$ cat src/rtl/reg_list_encoder.sv
// reg_list_encoder: sequential 16-to-4 register-list encoder.
// Takes a register mask (bit 15 = R0 ... bit 0 = R15) and hands out the
// index of each selected register, one per next/code_valid handshake, in
// ascending (ASCEND=1) or descending (ASCEND=0) register order.
module reg_list_encoder #(
    parameter bit ASCEND = 1'b1
) (
    input  logic        clock,
    input  logic        clear_n,
    input  logic        start,
    input  logic [15:0] mask_in,
    input  logic        next,
    output logic        busy,
    output logic        code_valid,
    output logic [3:0]  code,
    output logic [15:0] onehot,
    output logic [4:0]  count,
    output logic        done
);

    typedef enum logic [1:0] {
        IDLE = 2'd0,
        EMIT = 2'd1,
        DONE = 2'd2
    } state_t;

    state_t      state;
    logic [15:0] pending;
    logic [15:0] remaining;
    logic [3:0]  startIndex;
    logic [3:0]  nextIndex;

    // Priority pick of the first selected register in emission order.
    // The loop runs so that the winning register is assigned last.
    function automatic logic [3:0] firstIndex(input logic [15:0] m);
        logic [3:0] idx;
        idx = 4'd0;
        if (ASCEND) begin
            for (int r = 15; r >= 0; r--) begin
                if (m[15 - r]) begin
                    idx = 4'(r);
                end
            end
        end else begin
            for (int r = 0; r < 16; r++) begin
                if (m[15 - r]) begin
                    idx = 4'(r);
                end
            end
        end
        return idx;
    endfunction

    // Register index to mask bit: R0 is bit 15, R15 is bit 0.
    function automatic logic [15:0] decodeIndex(input logic [3:0] idx);
        return 16'h8000 >> idx;
    endfunction

    // Pending bits left after the current code transfers, and the next/first picks.
    always_comb begin
        remaining  = pending & ~onehot;
        nextIndex  = firstIndex(remaining);
        startIndex = firstIndex(mask_in);
    end

    // Control FSM with all outputs registered.
    always_ff @(posedge clock or negedge clear_n) begin
        if (!clear_n) begin
            state      <= IDLE;
            pending    <= 16'h0000;
            busy       <= 1'b0;
            code_valid <= 1'b0;
            code       <= 4'd0;
            onehot     <= 16'h0000;
            count      <= 5'd0;
            done       <= 1'b0;
        end else begin
            case (state)
                IDLE: begin
                    done <= 1'b0;
                    if (start) begin
                        pending <= mask_in;
                        count   <= 5'd0;
                        busy    <= 1'b1;
                        if (mask_in != 16'h0000) begin
                            state      <= EMIT;
                            code_valid <= 1'b1;
                            code       <= startIndex;
                            onehot     <= decodeIndex(startIndex);
                        end else begin
                            state <= DONE;
                            done  <= 1'b1;
                        end
                    end
                end
                EMIT: begin
                    if (next) begin
                        pending <= remaining;
                        count   <= count + 5'd1;
                        if (remaining != 16'h0000) begin
                            code   <= nextIndex;
                            onehot <= decodeIndex(nextIndex);
                        end else begin
                            state      <= DONE;
                            code_valid <= 1'b0;
                            code       <= 4'd0;
                            onehot     <= 16'h0000;
                            done       <= 1'b1;
                        end
                    end
                end
                DONE: begin
                    state <= IDLE;
                    done  <= 1'b0;
                    busy  <= 1'b0;
                end
                default: begin
                    state      <= IDLE;
                    pending    <= 16'h0000;
                    busy       <= 1'b0;
                    code_valid <= 1'b0;
                    code       <= 4'd0;
                    onehot     <= 16'h0000;
                    done       <= 1'b0;
                end
            endcase
        end
    end

endmodule

$ cat config.mk
export PLATFORM = sky130hd
export DESIGN_NAME = reg_list_encoder
export DESIGN_NICKNAME = d
export VERILOG_FILES = /design/src/rtl/reg_list_encoder.sv
export SDC_FILE = /design/constraint.sdc
export NUM_CORES = 1
export LEC_CHECK = 0
export ABC_AREA = 1
export CORE_ASPECT_RATIO = 1.4
export CORE_MARGIN = 4
export CORE_UTILIZATION = 55
export CTS_BUF_LIST = sky130_fd_sc_hd__clkbuf_4 sky130_fd_sc_hd__clkbuf_8
export DETAILED_ROUTE_END_ITERATION = 8
export GPL_TIMING_DRIVEN = 1
export PLACE_DENSITY = 0.87
export SYNTH_ARGS = -nofsm -noshare
export SYNTH_HDL_FRONTEND = slang
export SYNTH_SLANG_ARGS = --single-unit
$ cat constraint.sdc
create_clock -name clock -period 2.05 [get_ports clock]
set_input_delay 0.3075 -clock clock [delete_from_list [all_inputs] [get_ports clock]]
set_output_delay 0.3075 -clock clock [all_outputs]
set_load 0.02 [all_outputs]
==> results summary, run 1 <==
Static timing analysis puts the maximum clock frequency at 529 MHz. The worst pin sits at a relative slew slack of 66.7%. The mean post-synth cell area is 7.08 µm². sky130_fd_sc_hd__dfrtp_1 takes more of the synthesized area than any other cell. Along the worst path, the maximum fanout reaches 4. The detailed router finished its first iteration with 157 violations.

The site row count is 30. The tree is rooted in a sky130_fd_sc_hd__clkbuf_8. Setup repair after global routing could not meet its margin everywhere. By instance count, the leading cell after synthesis is sky130_fd_sc_hd__nand2_1. In this run the deepest clock path goes through 2 buffers. By count the netlist is led by sky130_fd_sc_hd__nand2_1, sky130_fd_sc_hd__dfrtp_1, sky130_fd_sc_hd__inv_1, sky130_fd_sc_hd__nor2_1, sky130_fd_sc_hd__o21ai_0. The total I/O pin count came out at between 40 and 50. The sequential-to-total area share from yosys stat is 41.2%. The global routing usage summed across all routing layers came out at a little over a quarter. The data arrival time of the critical path is 2.14 ns. The clock period minus worst slack came out at between 1.5 and 2 ns. The number of antenna violations at the first check in global routing came out at 0. The tool flagged a number of max-cap violations equal to 0. Per report_power, the clock group accounts for 12.8% of the total. The area of combinational cells with multiple inputs came out at about 1400 µm².

The actual slew at the worst max-slew pin is 0.499 ns. The count of inserted antenna diode cells came out at 0. The static power due to leakage is ~1.9 nW. Global routing used ~46% of the available met2 tracks. The share of the core filled with cells in the final layout came out at ~76%. The total overflow left after global routing is 0. The vertical die dimension came out at approximately 92 µm. The depth of the CTS H-tree came out at 2.

In this run, distinct cell masters in the synthesized netlist total 36. The maximum VDD drop is 0.766 mV. Routability-driven placement finished with a final weighted congestion of around 0.94. By area the synthesized netlist is led by sky130_fd_sc_hd__dfrtp_1, sky130_fd_sc_hd__nand2_1, sky130_fd_sc_hd__inv_1, sky130_fd_sc_hd__o21ai_0, sky130_fd_sc_hd__o22ai_1.

The length of the first detailed-routing pass in iterations is 4. The maximum number of pins on one net before global-route repair is 29. Power spread over the standard cell area amounts to 1470 nW/µm².

TritonCTS built the clock tree. The number of hold violations in the final report came out at 0. STA classifies the critical path startpoint as an input port. The count of port buffers added during placement is 47. The signal on the critical path passes through clkdlybuf4s50_1 > inv_1 > nand2_1 > nand2_1 > nand2_1 > nand2_1 > nand2_1 > nand2_1 > nand2_1 > nand2_1 > nand2_1 > nand2_1 > nand2_2 > nand2_2 > nand2_4 > nand2_1 > nor2_1 > nand2_1 > nand2_1 > nand2_1 > nand2_1. The proportion of power drawn by combinational gates came out at 60.6%. Sequential cells burn 26.6% of the power. The number of nets with antenna violations after detailed routing came out at 0. The critical path is of the in -> reg type.

The floorplan step defined a die boundary enclosing 6310 µm². The number of buffers inserted during clock tree synthesis came out at 5. The number of nets produced by synthesis came out at 416. The number of max-slew violations in the final report is 0. The most used flip-flop cell after synthesis is sky130_fd_sc_hd__dfrtp_1. The global-route wire length before repair came out at between 10000 and 15000 µm.

The clock transition at the register clock pins on the worst setup and hold paths after CTS came out at 0.09 ns. The post-synthesis sequential element count came out at 46. The number of setup violations in the final report came out at 0.

In this run the most used layer during global routing was met2. The met1 track demand over resource is roughly 30%. Across the whole layout, storage elements account for 1150 µm². At the worst endpoint, the required time is between 2 and 2.5 ns. The share of the synthesized area in the top cell type came out at 41.2%.

The core area came out at 4880 µm². The cell area after synthesis came out at between 2000 and 3000 µm². The delay of the slowest cell on the worst path is 0.48 ns. The run finished with clean final reports. The via count is roughly 2800. The tightest min-delay check is of the in -> reg type. Of the cells placed in the final design, the portion with a size suffix greater than 1 is 19.0%. STA classifies the critical path endpoint as a flip-flop.

The area added between synthesis and finish is 31.9%. The sum of routed wire length over all layers came out at between 7000 and 8000 µm. The number of design rule violations left after detail routing came out at 0. In this run switching power makes up 47.0% of total power. The post-synthesis cell count came out at 395. The post-detailed-route via-to-cell ratio came out at 5.30. The clock net in this run drives a total of 46 sinks. The post-DP HPWL is 5960 µm.

The switching power summed over all nets is 0.00255 W. For met3 alone, demand over resource in global routing was 4.98%. The initial utilization of the core area, before any placement, comes to 57.3%.

In this design, the critical path's most frequently occurring cell is sky130_fd_sc_hd__nand2_1. In this run the horizontal extent of the chip is 68.3 µm. After filler insertion, the fill cell instance count of the layout stands at 382. The average wire length per cell after detail routing is 14.3 µm. The via count of the first global-routing pass came out at 2756. The clock latency on the worst-skew pair came out at 0.30 ns. The setup skew after layout came out at 0.00703 ns. The yosys synthesis warning count is 0. The internal power is 0.00287 W.

Of all flip-flops after synthesis, the portion carrying an async set or reset was between 90% and 100%. The share of the clock period used by the worst path came out at ~90%. In the final design database the tool counted 493 nets. In the post-route analysis, the smallest setup slack over all paths is 0.158 ns. The worst-case setup slack after placement came out at -0.224 ns. The number of enable flip-flop cells after synthesis is 0. The slowest cell on the critical path is sky130_fd_sc_hd__clkdlybuf4s50_1.
## layout make-up
class                   count  share of cell area, %
clock buffers               5                   1.87
multi-input cells         282                   38.2
clock inverters             3                   1.19
repair buffers             80                   19.5
flip-flops and latches     46                   31.2
inverters                  57                   5.80
well taps                  64                   2.17
## logic make-up after synthesis
logic type	share of synthesized area, %
AND/OR/NAND/NOR	34.8
flip-flops	41.2
buffers and inverters	9.35
AO/OA/AOI/OAI	14.2
adder cells (fa/ha/maj)	0.447
## repair_timing
item                                    4_1_cts  5_1_grt
hold buffers                                  1        0
endpoints found under the setup margin        0       12
buffers inserted                              0        4
gates resized for setup                       0       10
endpoints found under the hold margin        19        0
## critical path, delay by kind of cell
family / cells / cell delay, ns
buffers and inverters: 2 / 0.55
AND/OR/NAND/NOR: 19 / 1.26
## state kept, by name, indices dropped and copies added, names as in the netlist
signal	cells
onehot	16
pending	16
count	5
code	4
state	2
busy	1
code_valid	1
done	1
## stage by stage
step                      area (µm²)  TNS (ns)  power (W)  hold slack, ns  std cells
after floorplan                 2800         0    0.00350          0.0119        395
after global placement          3500     -1.82    0.00458           0.294        524
after detailed placement        3500     -2.49    0.00462           0.296        524
after CTS                       3630         0    0.00534           0.493        533
after global routing            3690   -0.0114    0.00586           0.517        537
final                           3690         0    0.00542           0.469        537
## cell usage in the layout, fill, tap and decap left out, types with 2 or more instances in the layout
cell type,n
sky130_fd_sc_hd__nor3_2,2
sky130_fd_sc_hd__or2_4,3
sky130_fd_sc_hd__o22ai_1,17
sky130_fd_sc_hd__nor2_2,3
sky130_fd_sc_hd__nand2_4,3
sky130_fd_sc_hd__o21ai_1,15
sky130_fd_sc_hd__clkdlybuf4s50_1,44
sky130_fd_sc_hd__nand3_1,14
sky130_fd_sc_hd__o21ai_0,20
sky130_fd_sc_hd__o21ai_2,2
sky130_fd_sc_hd__nand4_1,9
sky130_fd_sc_hd__dfrtp_1,46
sky130_fd_sc_hd__or2_2,7
sky130_fd_sc_hd__nand2_2,6
sky130_fd_sc_hd__dlymetal6s2s_1,2
sky130_fd_sc_hd__inv_2,11
sky130_fd_sc_hd__clkbuf_8,5
sky130_fd_sc_hd__nand2_1,130
sky130_fd_sc_hd__nand3_2,5
sky130_fd_sc_hd__a21oi_1,7
sky130_fd_sc_hd__buf_4,32
sky130_fd_sc_hd__nor2_1,24
sky130_fd_sc_hd__a21oi_2,2
sky130_fd_sc_hd__inv_1,45
## power groups by stage
stage / Sequential [W] / Combinational, W / Clock [W]
after global routing: 0.00148 / 0.00364 / 0.000748
final: 0.00144 / 0.00329 / 0.000692
after global placement: 0.00145 / 0.00313 / 0
after floorplan: 0.00167 / 0.00183 / 0
after detailed placement: 0.00146 / 0.00316 / 0
after CTS: 0.00145 / 0.00318 / 0.000712
## worst paths after layout
check / slack [ns] / cells past startpoint / end / start
min in group asynchronous: 0.50 / 2 / pending[6] / clear_n
max in group asynchronous: 0.97 / 3 / pending[14] / clear_n
setup reg to reg: 0.16 / 10 / onehot[5] / pending[0]
hold reg to reg: 0.49 / 2 / code[1] / code[1]
setup / recovery: 0.16 / 21 / onehot[3] / mask_in[3]
hold / removal: 0.47 / 4 / pending[1] / mask_in[1]
## layer usage
| metal | routed length (µm) | part of all wire, % | up-vias |
|---|---|---|---|
| li1 | - | - | 1417 |
| met1 | 3020 | 39 | 1315 |
| met2 | 4050 | 53 | 93 |
| met3 | 385 | 5.0 | 20 |
| met4 | 216 | 2.8 | 0 |
| met5 | 0 | 0 | - |
Power figures use the tool's default switching activity.
==> inputs of run 2 (changes only) <==
- SKIP_CTS_REPAIR_TIMING: not set -> 1
- clock period: 2.05 -> 2.4 ns (I/O delays scaled with it)
==> run 2 against run 1 <==
Worst hold slack improved by 0.019 ns. Largest power group unchanged. Global-route usage up 0.34 points. Critical path type unchanged. Sequential cell count unchanged.
==> results summary, run 2 (synthesized netlist as in run 1, its figures left out) <==
The flow ran to the end, and the final reports show no timing, DRC or antenna violations. STA classifies the critical path endpoint as a flip-flop. The count of inserted antenna diode cells came out at 0 (unchanged). The clock transition at the register clock pins on the worst setup and hold paths after CTS came to 0.09 ns (about the same).

The sum of routed wire length over all layers came out at 7740 µm (+0.90%). The area added between synthesis and finish is 26.3%. The standard cell area after detailed placement is 3380 µm² (-3.4%). The clock period minus worst slack is 2.05 ns. The maximum VDD drop came out at 0.692 mV (-9.6%). The global-route wire length before repair was 12700 µm (+1.3%). The setup total negative slack came out at 0 ns (unchanged). The vertical die dimension came out at 92.4 µm (unchanged). The worst-case setup slack after placement came out at 0.0872 ns (+0.311 ns).

Leaving out fill and tap cells, the most frequent cell in the layout is sky130_fd_sc_hd__nand2_1. The uppermost metal layer occupied by signal nets is met4. The depth of the CTS H-tree came out at 2 (unchanged). The ratio of cells with drive above 1 in the final layout came to 14.3% (-4.7 points). The number of hold violations in the final report is 0 (unchanged).

The static power due to leakage is 1.75 nW (-5.8%). The clock tree buffer depth is 2 (unchanged). The startpoint-to-endpoint class of the critical path is in -> reg. The number of max-slew violations in the final report came out at 0 (unchanged).

The width of the die is 68.3 µm (unchanged). The site row count came out at 30 (unchanged). The most numerous cell type found on the critical path is sky130_fd_sc_hd__nand2_1. The actual slew at the worst max-slew pin is 0.496 ns (-0.00387 ns). The worst hold slack across all endpoints is 0.487 ns (+0.0186 ns). The global placement routability congestion is 0.955 (+1.7%). The average wire length per cell after detail routing came out at 15.0 µm (+4.8%). The placed instance count came out at 508 (-3.1%). TritonCTS built the clock tree. The number of violations of the max-capacitance limit came out at 0 (unchanged). The clock latency on the worst-skew pair is 0.31 ns (about the same). The sum of overflow across all layers after global routing came out at 0 (unchanged).

The count of port buffers added during placement is 47 (unchanged). The share of the clock period used by the worst path came out at a little under nine tenths. The number of buffers inserted during clock tree synthesis was 5 (unchanged). The relative slew slack came out at 66.6% (-0.10 points).

The slowest cell on the critical path is sky130_fd_sc_hd__clkdlybuf4s50_1. The minimum setup slack in the final design is 0.354 ns (+0.196 ns). The number of buffers and inverters on the critical path is 2 (unchanged). The post-detailed-route via-to-cell ratio is 5.34 (+0.73%).

The final net count was 473 (-4.1%). The length of the first detailed-routing pass in iterations is 5 (+1). The number of nets with antenna violations after detailed routing came out at 0 (unchanged). The areal power density over the cells is 1300 nW/µm² (-12%). The via count of the first global-routing pass was 2718 (-1.4%). The library cells used most frequently in the layout, excluding fill and tap cells, are sky130_fd_sc_hd__nand2_1, sky130_fd_sc_hd__inv_1, sky130_fd_sc_hd__dfrtp_1, sky130_fd_sc_hd__clkdlybuf4s50_1, sky130_fd_sc_hd__nor2_1. The startpoint type of the worst setup path is an input port. The number of design rule violations left after detail routing came out at 0 (unchanged). The detailed-routed wire length on met2 came to 4120 µm (+1.8%). In this run the worst hold path is classified as in -> async.

The critical path required time is 2.65 ns (+0.36 ns). The number of non-filler instances in the completed layout came to 517 (-3.7%). The final standard cell area without fillers was 3530 µm² (-4.2%). The post-DP HPWL is 5900 µm (-1.1%). The maximum number of pins on one net before global-route repair is 29 (unchanged). The initial cell density of the core is 57.3% (unchanged). The number of fill cells in the layout is 412 (+7.9%). The number of setup violations in the final report is 0 (unchanged). Traced cell by cell, the critical path runs through clkdlybuf4s50_1 > or2_1 > nand3_1 > nand3_1 > nand3_1 > nand3_1 > nand2_1 > nand3_2 > nand3_2 > inv_2 > nand2_1 > nor2_1 > nand2_1 > o21ai_1 > nand2_1 > nand2_1. The amount of wire on met3 after detailed routing came to 358 µm (-7.0%). Broken down by cell family, the worst path's largest delay share belongs to simple AND/OR/NAND/NOR gates.

For this run, the top clock speed supported by timing is 489 MHz. The number of clock sinks seen by CTS is 46 (unchanged). The maximum fanout along the worst path was 5 (+1). The delay of the slowest cell on the worst path is 0.52 ns (+0.04 ns). The core area came out at 4880 µm² (unchanged). The total I/O pin count came out at 48 (unchanged). In the final layout, the registers with the most flip-flops are onehot (16), pending (16), count (5). The root buffer cell chosen for the clock tree is sky130_fd_sc_hd__clkbuf_8. The iteration-0 DRC count of the detailed router came out at 192 (+22%). Setup repair after global routing left no endpoint under its margin. The number of antenna violations at the first check in global routing came to 0 (unchanged). The data arrival time of the critical path is 2.30 ns (+0.16 ns). The global routing usage summed across all routing layers is 26.5% (+0.34 points). The via count is 2759 (-3.0%). The routed metal-1 wirelength came to 3080 µm (+2.2%). The area enclosed by the die boundary came out at 6310 µm² (unchanged).

The setup skew after layout is 0.0107 ns (+0.00367 ns).
[run 2: where the power goes]
part,switching [W],internal (W),leakage (nW),total [W]
combinational,0.00168,0.000970,1.07,0.00265
clock,0.000281,0.000417,0.0683,0.000698
sequential,0.000185,0.00106,0.608,0.00125
total,0.00214,0.00245,1.75,0.00459
[run 2: final timing paths]
path,endpoint,from,cells past startpoint,slack (ns)
max,onehot[9],mask_in[1],16,0.35
min,onehot[10],clear_n,2,0.49
max reg2reg,onehot[7],onehot[4],11,0.43
min reg2reg,code[0],code[0],2,0.49
max in group asynchronous,done,clear_n,3,1.30
min in group clock,code[0],code[0],2,0.49
[run 2: routing by layer]
metal,up-vias,track usage [%]
met5,-,0
met4,0,8.13
met3,17,5.10
met2,78,46.4
met1,1281,31.7
li1,1383,-
[run 2: final cells by class]
type                    instances  area (µm²)  share of cell area [%]
multi-input cells             282        1380                    39.2
flip-flops and latches         46        1150                    32.6
repair buffers                 60         566                    16.0
inverters                      57         214                    6.06
well taps                      64        80.1                    2.27
clock buffers                   5        68.8                    1.95
clock inverters                 3        68.8                    1.95
[run 2: stage by stage]
stage	utilization [%]	total power, W
global route	72.4	0.00494
CTS	72.2	0.00459
detailed placement	69.4	0.00388
floorplan	-	0.00299
global placement	69.4	0.00383
finish	72.4	0.00459
==> inputs of run 3 (changes only) <==
- DONT_BUFFER_PORTS: not set -> 1
- PLACE_DENSITY: 0.87 -> 0.75
==> run 3 against run 2 <==
Sequential cell count unchanged. Clock power down 15%. Combinational power down 22%. Sequential power up 14%. Worst hold slack worse by 0.30 ns. Via count down 6.9%. Setup slack worse by 0.075 ns. Critical endpoint is now onehot[6]. Largest cell class unchanged. Highest routed layer unchanged.
==> results summary, run 3 (synthesized netlist as in run 1, its figures left out) <==
The flow ran to the end, and the final reports show no timing, DRC or antenna violations. The critical path goes through or2_4 > nand2_1 > a31oi_1 > nor2_1 > o21bai_2 > a21oi_2 > inv_2 > nand4_1 > o21ai_0 > nand2_1 > nand2_1. The global placement routability congestion is 0.987 (+3.3%). The number of setup violations in the final report came to 0 (unchanged).

The relative slew slack is 61.0% (-5.6 points). The number of antenna violations at the first check in global routing came out at 0 (unchanged). The count of inserted antenna diode cells is 0 (unchanged). The number of nets with antenna violations after detailed routing came out at 0 (unchanged). The clock transition at the register clock pins on the worst setup and hold paths after CTS came to 0.09 ns (about the same).

The post-detailed-route via-to-cell ratio came out at 5.47 (+2.4%). The static power due to leakage was 1.56 nW (-10%). The site row count came out at 30 (unchanged). The maximum fanout along the worst path is 6 (+1). The number of design rule violations left after detail routing was 0 (unchanged). Relative to the synthesized area, the layout overhead comes to 9.53%.

The total power after layout is 0.00411 W (-10%). Setup repair after global routing left no endpoint under its margin. The width of the die came out at 68.3 µm (unchanged).

The maximum VDD drop is 0.588 mV (-15%). The data arrival time of the critical path is 2.32 ns (+0.02 ns). The critical path required time is 2.60 ns (-0.05 ns). The iteration-0 DRC count of the detailed router came out at 178 (-7.3%). The sum of overflow across all layers after global routing was 0 (unchanged). The startpoint identified for the worst hold timing path is next. The final net count is 426 (-9.9%). The worst hold path stage count came out at 2. The vertical die dimension is 92.4 µm (unchanged). The actual slew at the worst max-slew pin came out at 0.585 ns (+0.0893 ns). The cell that appears most often on the critical path is sky130_fd_sc_hd__nand2_1.

The average wire length per cell after detail routing came out at 15.5 µm (+3.3%). The depth of the CTS H-tree is 2 (unchanged). The maximum achievable frequency came out at 472 MHz (-3.5%).

The initial cell density of the core was 57.3% (unchanged). The share of the clock period used by the worst path came out at 88.3% (+3.1 points). Clock tree synthesis selected as its root buffer the cell sky130_fd_sc_hd__clkbuf_8. The delay of the slowest cell on the worst path is 0.51 ns (about the same). The slowest cell on the critical path is sky130_fd_sc_hd__dfrtp_1.

The path type of the worst min-delay path is in -> reg. The library cells used most frequently in the layout, excluding fill and tap cells, are sky130_fd_sc_hd__nand2_1, sky130_fd_sc_hd__inv_1, sky130_fd_sc_hd__dfrtp_1, sky130_fd_sc_hd__nor2_1, sky130_fd_sc_hd__o21ai_0. The core area is 4880 µm² (unchanged). In the final layout, the registers with the most flip-flops are onehot (16), pending (16), count (5).

The startpoint type of the worst setup path is a flip-flop. For hold timing, the worst endpoint is count[1]. The sum of routed wire length over all layers is 7270 µm (-6.1%).

The most frequent standard cell in the layout excluding fill and tap cells is sky130_fd_sc_hd__nand2_1. The clock period minus worst slack came to 2.12 ns (+0.0747 ns). The critical path endpoint category is a flip-flop. The via count of the first global-routing pass came to 2565 (-5.6%). The maximum number of pins on one net before global-route repair is 47 (+62%).

The ratio of cells with drive above 1 in the final layout is 15.8% (+1.4 points). The area enclosed by the die boundary is 6310 µm² (unchanged). The worst-case setup slack after placement was 0.295 ns (+0.207 ns). The via count is 2569 (-6.9%). The number of clock sinks seen by CTS came to 46 (unchanged).

The areal power density over the cells came out at 1340 nW/µm² (+3.2%). The minimum setup slack in the final design was 0.280 ns (-0.0747 ns). The worst register-to-register path ends at onehot[6]. The setup total negative slack came out at 0 ns (unchanged). The number of violations of the max-capacitance limit is 0 (unchanged). The post-DP HPWL came out at 5640 µm (-4.4%). In this run the critical register-to-register path is launched from onehot[4]. The setup path with the least slack is of type reg -> reg. The count of port buffers added during placement came to 0 (-100%). The depth of the worst register-to-register path was 11 (unchanged). The number of hold violations in the final report is 0 (unchanged). The register-to-register path setup slack is 0.28 ns (-0.15 ns).

TritonCTS built the clock tree. The clock latency on the worst-skew pair is 0.31 ns (about the same). The global-route wire length before repair is 12000 µm (-5.4%).

The global routing usage summed across all routing layers came to 24.9% (-1.6 points). The length of the first detailed-routing pass in iterations is 4 (-1). The number of buffers inserted during clock tree synthesis was 5 (unchanged). The number of fill cells in the layout came out at 469 (+14%). The clock tree buffer depth came out at 2 (unchanged).

The setup skew after layout came to 0.0102 ns (-0.000501 ns). The total I/O pin count came to 48 (unchanged). The number of max-slew violations in the final report is 0 (unchanged).
[run 3: area by class of cell]
class	count	area (µm²)	area share (%)
Clock inverter	3	45.0	1.47
Sequential cell	46	1150	37.6
Clock buffer	5	68.8	2.25
Timing Repair Buffer	13	120	3.92
Multi-Input combinational cell	282	1380	45.2
Inverter	57	214	6.99
Tap cell	64	80.1	2.61
[run 3: routing by layer]
| metal | track usage, % | share of wire (%) | vias up |
|---|---|---|---|
| met5 | 0 | 0 | - |
| met4 | 7.63 | 1.8 | 0 |
| met3 | 4.49 | 5.1 | 13 |
| met2 | 44.2 | 53 | 68 |
| met1 | 29.3 | 40 | 1207 |
| li1 | - | - | 1281 |
[run 3: how the worst max path moves through the flow]
stage	start	endpoint	slack, ns
finish	onehot[4]	onehot[6]	0.28
global route	onehot[5]	onehot[6]	0.16
CTS	onehot[4]	onehot[6]	0.27
detailed placement	onehot[4]	onehot[6]	0.29
global placement	onehot[4]	onehot[6]	0.28
floorplan	onehot[4]	onehot[6]	0.67
[run 3: worst max-delay path, delay by kind of cell, from the launching register on]
family / cells / cell delay [ns]
AND/OR/NAND/NOR: 6 / 0.91
flip-flops: 1 / 0.51
AO/OA/AOI/OAI: 4 / 0.48
buffers and inverters: 1 / 0.12
[run 3: power breakdown]
group	leakage [nW]	switching, W	internal, W	total, W
logic	0.906	0.00140	0.000688	0.00208
registers	0.608	0.000376	0.00106	0.00143
clock network	0.0504	0.000281	0.000310	0.000591
[run 3: per-stage QoR]
step	hold slack (ns)	std cells	util (%)	cell area [µm²]
5_1_grt	0.210	470	62.8	3060
3_3_place_gp	0.0657	460	59.7	2910
6_report	0.188	470	62.8	3060
2_1_floorplan	0.0644	395	-	2800
4_1_cts	-0.266	468	62.0	3030
3_5_place_dp	0.0655	460	59.7	2910
